===== src/rtl/rect_fill_engine.sv =====
// Datapath responder for the paint controller: latches corners and colour, then emits one
// pixel per cycle, either scanning a filled rectangle or tracking a freeform point.
module rect_fill_engine #(
  parameter int unsigned X_W   = 8,
  parameter int unsigned Y_W   = 7,
  parameter int unsigned C_W   = 3,
  parameter int unsigned X_MAX = 159,
  parameter int unsigned Y_MAX = 119
) (
  input  logic           Clock,
  input  logic           reset_N,
  input  logic [X_W-1:0] data_in,
  input  logic [C_W-1:0] colour_in,
  input  logic           loadX,
  input  logic           loadY,
  input  logic           loadX2,
  input  logic           loadY2,
  input  logic           loadC,
  input  logic           enable,
  input  logic [1:0]     alu_select,
  output logic [X_W-1:0] x_out,
  output logic [Y_W-1:0] y_out,
  output logic [C_W-1:0] colour_out,
  output logic           plot,
  output logic           doneSq
);

  localparam logic [X_W-1:0] XLim = X_W'(X_MAX);
  localparam logic [Y_W-1:0] YLim = Y_W'(Y_MAX);

  typedef enum logic [2:0] {StIdle, StSetup, StScan, StDone, StFree} state_e;

  state_e state_q, state_d;

  logic [X_W-1:0] x1_q, x2_q, cx_q, xs_q, xe_q;
  logic [Y_W-1:0] y1_q, y2_q, cy_q, ys_q, ye_q;
  logic [C_W-1:0] colour_q;

  logic [X_W-1:0] x_clamp, x_lo, x_hi;
  logic [Y_W-1:0] y_raw, y_clamp, y_lo, y_hi;
  logic           last_pixel;

  assign y_raw   = data_in[Y_W-1:0];
  assign x_clamp = (data_in > XLim) ? XLim : data_in;
  assign y_clamp = (y_raw > YLim) ? YLim : y_raw;

  assign x_lo = (x1_q <= x2_q) ? x1_q : x2_q;
  assign x_hi = (x1_q <= x2_q) ? x2_q : x1_q;
  assign y_lo = (y1_q <= y2_q) ? y1_q : y2_q;
  assign y_hi = (y1_q <= y2_q) ? y2_q : y1_q;

  assign last_pixel = (cx_q == xe_q) && (cy_q == ye_q);

  // Corner and colour registers load in every state, independently of the FSM.
  always_ff @(posedge Clock or posedge reset_N) begin
    if (reset_N) begin
      x1_q     <= '0;
      y1_q     <= '0;
      x2_q     <= '0;
      y2_q     <= '0;
      colour_q <= '0;
    end else begin
      if (loadX)  x1_q     <= x_clamp;
      if (loadY)  y1_q     <= y_clamp;
      if (loadX2) x2_q     <= x_clamp;
      if (loadY2) y2_q     <= y_clamp;
      if (loadC)  colour_q <= colour_in;
    end
  end

  // Bounds are snapshotted in SETUP so corner loads during a fill cannot disturb it.
  always_ff @(posedge Clock or posedge reset_N) begin
    if (reset_N) begin
      xs_q <= '0;
      xe_q <= '0;
      ys_q <= '0;
      ye_q <= '0;
      cx_q <= '0;
      cy_q <= '0;
    end else begin
      unique case (state_q)
        StSetup: begin
          xs_q <= x_lo;
          xe_q <= x_hi;
          ys_q <= y_lo;
          ye_q <= y_hi;
          cx_q <= x_lo;
          cy_q <= y_lo;
        end
        StScan: begin
          if (enable && !last_pixel) begin
            if (cx_q != xe_q) begin
              cx_q <= cx_q + 1'b1;
            end else begin
              cx_q <= xs_q;
              cy_q <= cy_q + 1'b1;
            end
          end
        end
        default: ;
      endcase
    end
  end

  always_ff @(posedge Clock or posedge reset_N) begin
    if (reset_N) state_q <= StIdle;
    else         state_q <= state_d;
  end

  always_comb begin
    state_d = state_q;
    unique case (state_q)
      StIdle: begin
        if (enable && alu_select == 2'b01)      state_d = StSetup;
        else if (enable && alu_select == 2'b11) state_d = StFree;
      end
      StSetup: state_d = enable ? StScan : StIdle;
      StScan: begin
        if (!enable)        state_d = StIdle;
        else if (last_pixel) state_d = StDone;
      end
      StDone:  if (!enable) state_d = StIdle;
      StFree:  if (!enable || alu_select != 2'b11) state_d = StIdle;
      default: state_d = StIdle;
    endcase
  end

  always_comb begin
    plot   = 1'b0;
    doneSq = 1'b0;
    x_out  = '0;
    y_out  = '0;
    unique case (state_q)
      StScan: begin
        plot  = 1'b1;
        x_out = cx_q;
        y_out = cy_q;
      end
      StFree: begin
        plot  = 1'b1;
        x_out = x1_q;
        y_out = y1_q;
      end
      StDone:  doneSq = 1'b1;
      default: ;
    endcase
  end

  assign colour_out = colour_q;

endmodule


===== config.mk =====
export PLATFORM = sky130hd
export DESIGN_NAME = rect_fill_engine
export DESIGN_NICKNAME = d
export VERILOG_FILES = /design/src/rtl/rect_fill_engine.sv
export SDC_FILE = /design/constraint.sdc
export NUM_CORES = 1
export LEC_CHECK = 0
export ABC_AREA = 1
export BUFFER_PORTS_ARGS = -buffer_cell sky130_fd_sc_hd__buf_4
export CAP_MARGIN = 20
export CORE_MARGIN = 2
export CORE_UTILIZATION = 58
export DETAILED_ROUTE_END_ITERATION = 8
export GPL_ROUTABILITY_DRIVEN = 1
export PLACE_DENSITY_LB_ADDON = 0.25
export SYNTH_ARGS = -nofsm -noshare
export SYNTH_HDL_FRONTEND = slang
export SYNTH_SLANG_ARGS = --single-unit

===== constraint.sdc =====
create_clock -name Clock -period 2.8 [get_ports Clock]
set_clock_uncertainty 0.15 [all_clocks]
set_input_delay 0 -clock Clock [delete_from_list [all_inputs] [get_ports Clock]]
set_output_delay 0 -clock Clock [all_outputs]
set_load 0.01 [all_outputs]

==> results of run 1 <==
sequential cells by signal (all words and copies together) (netlist names):
| register | flops |
|---|---|
| ye_q | 7 |
| x2_q | 8 |
| y2_q | 7 |
| x1_q | 8 |
| state_q | 3 |
| colour_out | 3 |
| cx_q | 8 |
| cy_q | 7 |
| y1_q | 7 |
| xe_q | 8 |
| xs_q | 8 |
final cells by class:
type	instances	area share, %
clock buffer	9	2.26
clock inverter	7	1.44
inverter	90	6.15
multi-input combinational	441	42.2
sequential	74	33.7
tap	102	2.32
timing repair buffer	75	11.9
cell usage after synthesis, types with 3 or more instances:
cell type / number
nor3_1: 3
buf_2: 5
inv_1: 87
a21oi_1: 29
nand2_4: 3
xor2_1: 5
ha_1: 17
nand2_1: 198
o22ai_1: 17
a22oi_1: 8
xnor2_1: 6
o21ai_0: 47
nand2_2: 8
mux2_2: 3
dfrtp_1: 74
o21ai_2: 3
clkbuf_1: 10
a21o_1: 3
nor2_1: 19
nand3_1: 61
inv_2: 3
routing by layer:
| layer | part of all wire [%] | GRT usage (%) | wire (um) |
|---|---|---|---|
| met1 | 45 | 43.8 | 5310 |
| met2 | 47 | 47.3 | 5640 |
| met3 | 6.3 | 3.71 | 746 |
| met4 | 1.9 | 10.0 | 223 |
| met5 | 0 | 0 | 0 |
power breakdown:
part | internal, mW | total [mW] | switching, mW
clock | 0.419 | 0.847 | 0.428
combinational | 0.692 | 1.79 | 1.09
sequential | 1.38 | 1.66 | 0.282
kinds of logic after synthesis:
kind of cell,share of synthesized area (%)
buffers and inverters,9.31
DFF,40.3
AOI/OAI and AO/OA,13.9
adders and majority gates,4.63
muxes,0.735
and+or+nand+nor,29.1
xor gates and xnor gates,2.10
stage by stage:
step / cell area [sq um] / worst slack, ns / hold slack, ns / instances / power, mW
after floorplan: 4600 / 0.768 / -0.0424 / 624 / 2.92
after global placement: 4980 / 0.565 / -0.00138 / 751 / 3.32
after detailed placement: 4980 / 0.463 / 0.0102 / 751 / 3.38
after CTS: 5490 / 0.428 / 0.193 / 798 / 4.28
after global routing: 5490 / 0.126 / 0.254 / 798 / 4.64
final: 5490 / 0.360 / 0.173 / 798 / 4.29
worst max-delay path: stages, from the launching register on:
cell and delay (ns):
dfrtp_1 0.40, ha_1 0.32, nand2_1 0.08, a21oi_1 0.18, nor2_1 0.08, nand2_1 0.20, nand2_1 0.41, o21ai_0 0.40
nand2_1 0.08
worst min-delay path by stage:
stage / startpoint / endpoint / slack (ns) / cells past startpoint
after floorplan: loadY / y1_q[2] / -0.04 / 1
after global placement: reset_N / x1_q[3] / -0.001 / 2
after detailed placement: reset_N / x1_q[3] / 0.01 / 2
after CTS: reset_N / x1_q[3] / 0.19 / 3
after global routing: reset_N / x1_q[0] / 0.25 / 3
final: reset_N / x1_q[0] / 0.17 / 3
==> run metrics, run 1 <==
total grt overflow=0; multi-input logic area=0.00232 sq mm; Reg2Reg Depth=8; postcts setup bufs=0; initial drt markers=309; reg2reg setup slack=0.36 ns; register area=0.00185 sq mm; ranking of synthesized cells by area=dfrtp_1 40%, nand2_1 16%, inv_1 7.1%; via count=4408; Die H=93.0 um; Initial Utilization=59.8%; VDD IR max=0.317 mV; filler instances=618; WP data arrival=2.52 ns; Post-layout nets=729; Core Util, Final=71.4%; Leakage=2.90 nW; final setup fails=0; synthesized area per cell=7.37 sq um; largest net degree at the start of global routing=45; CP Max Fanout=21; CORE AREA=0.00769 sq mm; Crit path required time=2.88 ns; Max Clk Rate=410 MHz; Bufs on Longest Clock Path=2; Final Critical Period=2.44 ns; RSZ-0062 raised after global routing=false; Critical Path Start=y1_q[6]; most common cell after layout, fill and taps aside=nand2_1; Clock Sinks=74; Post-CTS Hold Fix Bufs=31; area share of the largest cell type after synthesis=40.3%; Post-Synthesis Cell Area=0.00460 sq mm; Warnings, synthesis=0; total iterations of the first detailed-routing run=5; antenna cell count=0; Netlist cell types=33; Routed Antenna Nets=0; PwrDens=782 mW/mm^2; vias in the first global route=4298; WL per Instance=14.9 um; Hold Vio Cnt, Final=0; die area=0.00866 sq mm; fin. max-slew vios=0; dominant cell type by area after synthesis=dfrtp_1; Tot GR Track Use=30.2%; number of core rows=32; FF-to-FF End=ye_q[4]; Max Cap Viol=0; prevailing post-synth register cell=dfrtp_1; worst slew pin tran=0.700 ns; Root Driver=clkbuf_8; status=finished clean; Routed WL=11900 um; most frequent cells in the layout=198 x nand2_1, 86 x inv_1, 74 x dfrtp_1; TritonCTS Buffers=9; Vias/cell=5.52; Mapped Nets=662; Worst setup EP type=register; Synth Instances=624; Layout area overhead=19.4%; CTS tree=yes; Detailed Place HPWL=8240 um; Max transition margin=53.3%; global-route wire length before repair=20500 um; initial antenna violation count=0; Chip Width=93.0 um; IO Port Bufs=40; Critical Path End=ye_q[4]; CTS H-tree depth=3; share of cells above drive strength 1=12.9%; Fin Setup TNS=0 ns; WS Path Type=register to register; part of the cycle the worst path needs=87.1%; Top Ports=41; Final Wtd Congestion=0.898; register area share after synthesis=40.3%; clk_lat worst skew=0.35 ns; CP Launch Type=register; post-CTS sizing=0; worst min path class=input pin to async pin; clock slew seen by the registers of the worst setup and hold paths=0.08 ns; asr flop ratio synth=100%; number of synthesized flops with an enable pin=0; post-route DRC violation count=0; FF+latch count, synth=74; Worst R2R Start=y1_q[6]
(Power assumes the default switching activity.)
==> inputs of run 2 (changes only) <==
--- a/config.mk
+++ b/config.mk
@@ -7,8 +7,8 @@
 export LEC_CHECK = 0
 export ABC_AREA = 1
 export BUFFER_PORTS_ARGS = -buffer_cell sky130_fd_sc_hd__buf_4
-export CAP_MARGIN = 20
-export CORE_MARGIN = 2
+export CAP_MARGIN = 30
+export CORE_MARGIN = 4
 export CORE_UTILIZATION = 58
 export DETAILED_ROUTE_END_ITERATION = 8
 export GPL_ROUTABILITY_DRIVEN = 1
==> run 2 against run 1 <==
  * Sequential share of layout area is 0.13 points higher
  * Largest cell class unchanged
  * Routed wire length is 1.6% higher
  * Setup slack better by 0.025 ns
  * Die area is 8.8% higher
  * Via count is 0.11% lower
  * First-iteration DRC count is 10% lower
  * Non-clock buffer count is 1 higher
  * Core utilization is 0.65 points lower
  * Count of clock-buffer cells in the layout is 2 higher
  * Sequential power hardly changed
==> run metrics, run 2 (synthesis gave the netlist of run 1 again) <==
Max Cap Viol=0; Chip Width=97.0 um; vias in the first global route=4306; most common cell after layout, fill and taps aside=nand2_1; Post-layout nets=730; Layout area overhead=19.0%; WS Path Type=register to register; CP peak stage delay=0.53 ns; CP Launch Type=register; filler instances=618; Final Wtd Congestion=0.924; CP Max Fanout=21; die area=0.00942 sq mm; Detailed Place HPWL=8570 um; post-route DRC violation count=0; Routed WL=12100 um; crit path max-delay cell type=nand2_1; initial drt markers=277; Tot GR Track Use=27.3%; largest net degree at the start of global routing=36; most frequent cells in the layout=198 x nand2_1, 86 x inv_1, 74 x dfrtp_1; Worst setup EP type=register; Hold Vio Cnt, Final=0; Initial Utilization=59.5%; Leakage=2.89 nW; total iterations of the first detailed-routing run=5; VDD IR max=0.377 mV; final setup fails=0; CORE AREA=0.00773 sq mm; Vias/cell=5.51; Critical Path Start=y1_q[6]; Worst R2R Start=y1_q[6]; Reg2Reg Depth=10; CTS tree=yes; clk_lat worst skew=0.36 ns; Clock Sinks=74; Die H=97.0 um; cell mode on critical path=nand2_1; total grt overflow=0; PwrDens=776 mW/mm^2; antenna cell count=0; Core Util, Final=70.8%; Root Driver=clkbuf_8; Bufs on Longest Clock Path=2; Max Clk Rate=414 MHz; share of cells above drive strength 1=13.2%; initial antenna violation count=0; WP data arrival=2.51 ns; status=finished clean; Routed Antenna Nets=0; global-route wire length before repair=21000 um; part of the cycle the worst path needs=86.2%; Crit path required time=2.90 ns; Max transition margin=55.5%; number of core rows=32; WL per Instance=15.1 um; postcts setup bufs=0; Final Critical Period=2.41 ns; clock slew seen by the registers of the worst setup and hold paths=0.08 ns; Fin Setup TNS=0 ns; worst min path class=input pin to async pin; crit-path cells=ha_1 > nand2_1 > nor2_1 > nand3_1 > nand2_1 > nand2_1 > nand3_1 > nand2_1 > nand2_1 > nand2_1; worst slew pin tran=0.666 ns; CTS H-tree depth=3; IO Port Bufs=40; via count=4403; Top Ports=41; fin. max-slew vios=0; RSZ-0062 raised after global routing=false; TritonCTS Buffers=9
-- run 2: changes by cell type in the layout (fill, tap and decap cells not counted), sizes merged --
cell / before / now
buf: 44 / 46
clkbuf: 9 / 11
bufinv: 1 / 0
dlygate4sd3: 31 / 30
clkinv: 3 / 2
-- run 2: report_power, final --
group	internal [mW]	leakage, nW	total [mW]	switching (mW)
sequential	1.38	0.904	1.65	0.274
clock	0.373	0.0919	0.801	0.428
combinational	0.693	1.90	1.79	1.10
-- run 2: worst max-delay path, delay by kind of cell, from the launching register on --
family,cells,cell delay [ns]
and+or+nand+nor,9,1.42
DFF,1,0.41
adders and majority gates,1,0.31
-- run 2: metrics by stage --
step           worst slack, ns  power, mW  std cells  hold WS (ns)  cell area [sq um]
6_report                 0.385       4.24        799         0.145               5470
5_1_grt                  0.160       4.58        799         0.202               5470
4_1_cts                  0.440       4.23        799         0.156               5470
3_5_place_dp             0.459       3.38        753       -0.0237               4980
3_3_place_gp             0.536       3.32        753       -0.0306               4980
2_1_floorplan            0.768       2.92        624       -0.0424               4600
-- run 2: cell type report --
type	count	area (sq um)	share of cell area, %
Clock buffer	11	151	2.77
Timing Repair Buffer	76	646	11.8
Multi-Input combinational cell	441	2320	42.4
Sequential cell	74	1850	33.9
Inverter	90	338	6.18
Tap cell	102	128	2.33
Clock inverter	5	37.5	0.686
-- run 2: worst paths after layout --
path | to | slack [ns]
setup / recovery | cy_q[2] | 0.39
hold / removal | x1_q[2] | 0.14
setup reg to reg | cy_q[2] | 0.39
hold reg to reg | ye_q[0] | 0.35
max in group asynchronous | x2_q[7] | 1.52
min in group Clock | y2_q[5] | 0.29
-- run 2: layer usage --
metal | wire length (um) | up-vias | track usage [%]
li1 | - | 2145 | -
met1 | 5440 | 2045 | 37.9
met2 | 5520 | 183 | 42.6
met3 | 812 | 30 | 4.47
met4 | 329 | 0 | 11.2
met5 | 0 | - | 0
-- run 2: repair_timing --
item,in CTS,in global routing
hold endpoints to repair,69,0
resized for setup,0,0
hold buffers,30,0
setup endpoints to repair,0,0
==> inputs of run 3 (changes only) <==
==> constraint.sdc (replaced) <==
create_clock -name Clock -period 2.6 [get_ports Clock]
set_clock_uncertainty 0.15 [all_clocks]
set_input_delay 0 -clock Clock [delete_from_list [all_inputs] [get_ports Clock]]
set_output_delay 0 -clock Clock [all_outputs]
set_load 0.01 [all_outputs]
==> run 3 against run 2 <==
  * Non-clock buffer count increased by 2
  * Clock power rose by 41%
  * Flip-flop and latch count stayed put
  * Cell area grew 1.6%
  * Core utilization grew 1.1 points
  * Count of clock-buffer cells in the layout is 1 lower
  * Critical path depth increased by 5
  * Fmax increased by 2.6%
==> run metrics, run 3 (synthesis gave the netlist of run 1 again) <==
post-route DRC violation count=0; WP data arrival=2.45 ns; Root Driver=clkbuf_8; worst min path class=input pin to async pin; CTS tree=yes; final setup fails=0; via count=4354; Max Cap Viol=0; Final Critical Period=2.35 ns; worst slew pin tran=0.635 ns; Max Clk Rate=425 MHz; Vias/cell=5.44; die area=0.00942 sq mm; Post-layout nets=732; total grt overflow=0; CP Launch Type=register; CTS H-tree depth=3; Bufs on Longest Clock Path=2; placed cells=755; status=finished clean; share of cells above drive strength 1=13.4%; Layout area overhead=20.9%; Post-Layout Cell Count=801; Crit path required time=2.70 ns; antenna cell count=0; Tot GR Track Use=25.9%; PwrDens=868 mW/mm^2; Chip Width=97.0 um; post-CTS sizing=0; clk_lat worst skew=0.35 ns; Routed Antenna Nets=0; Clock Sinks=74; Worst setup EP type=register; most frequent cells in the layout=198 x nand2_1, 86 x inv_1, 74 x dfrtp_1; number of core rows=32; WS Path Type=register to register; CP Max Fanout=13; Final Wtd Congestion=0.881; Initial Utilization=59.5%; initial antenna violation count=0; vias in the first global route=4097; Routed WL=11500 um; global-route wire length before repair=20000 um; clock slew seen by the registers of the worst setup and hold paths=0.09 ns; TritonCTS Buffers=9; Die H=97.0 um; Hold Vio Cnt, Final=0; initial drt markers=275; fin. max-slew vios=0; total iterations of the first detailed-routing run=5; Post-CTS Hold Fix Bufs=30; largest net degree at the start of global routing=47; RSZ-0062 raised after global routing=false; Fin Setup TNS=0 ns; VDD IR max=0.396 mV; WL per Instance=14.4 um; IO Port Bufs=40; most common cell after layout, fill and taps aside=nand2_1; Max transition margin=57.6%; Leakage=2.94 nW; Detailed Place HPWL=8350 um; part of the cycle the worst path needs=90.5%; CORE AREA=0.00773 sq mm; postcts setup bufs=0; Top Ports=41
==> run 3: cell count changes in the layout (fill, tap and decap cells not counted) <==
cell / change
buf_12: +1
buf_4: +1
bufinv_16: +3
clkbuf_8: -1
clkinvlp_4: -2
==> run 3: worst paths after layout <==
| check | from | slack, ns | depth (start not counted) | end |
|---|---|---|---|---|
| min | reset_N | 0.14 | 3 | colour_out[0] |
| min in group Clock | loadY | 0.30 | 3 | y1_q[3] |
| min reg2reg | ye_q[1] | 0.37 | 2 | ye_q[1] |
| max | y2_q[2] | 0.25 | 15 | cy_q[3] |
| max reg2reg | y2_q[2] | 0.25 | 15 | cy_q[3] |
| max in group asynchronous | reset_N | 1.49 | 4 | state_q[1] |
==> run 3: area by class of cell <==
type                            instances  area (sq um)
Timing Repair Buffer                   78           673
Clock buffer                           10           138
Inverter                               90           338
Clock inverter                          6           113
Multi-Input combinational cell        441          2320
Fill cell                             583          2170
Tap cell                              102           128
Sequential cell                        74          1850
==> run 3: critical path, cell delays in order (launching register included) <==
cell     delay (ns)
dfrtp_1        0.37
inv_1          0.11
ha_1           0.26
nand2_1        0.08
inv_1          0.06
nand2_1        0.05
nand2_1        0.05
nand2_1        0.07
nand2_1        0.17
nand2_1        0.34
buf_4          0.23
nand2_1        0.06
nand3_1        0.10
nand2_1        0.06
nand2_1        0.06
nand2_1        0.04
==> run 3: per-layer routing <==
layer	up-vias	routed length [um]	share of wire, %	global-route usage (%)
met1	2054	5340	46	37.4
met2	139	5370	47	40.2
met5	-	0	0	0
li1	2151	-	-	-
met3	10	701	6.1	5.48
met4	0	104	0.90	5.94
==> run 3: metrics by stage <==
step	hold slack (ns)	util (%)	setup WS [ns]	cell area (sq um)	total power [mW]
3_5_place_dp	-0.0198	64.8	0.316	5010	3.65
2_1_floorplan	-0.0424	-	0.568	4600	3.15
5_1_grt	0.185	71.9	0.0585	5560	5.19
6_report	0.140	71.9	0.248	5560	4.83
3_3_place_gp	-0.0272	64.8	0.389	5010	3.58
4_1_cts	0.155	71.9	0.284	5560	4.83
==> run 3: power breakdown <==
part	switching, mW	leakage (nW)	internal, mW	total [mW]
registers	0.300	0.904	1.48	1.78
logic	1.17	1.91	0.752	1.92
clock network	0.459	0.127	0.667	1.13
total	1.92	2.94	2.90	4.83
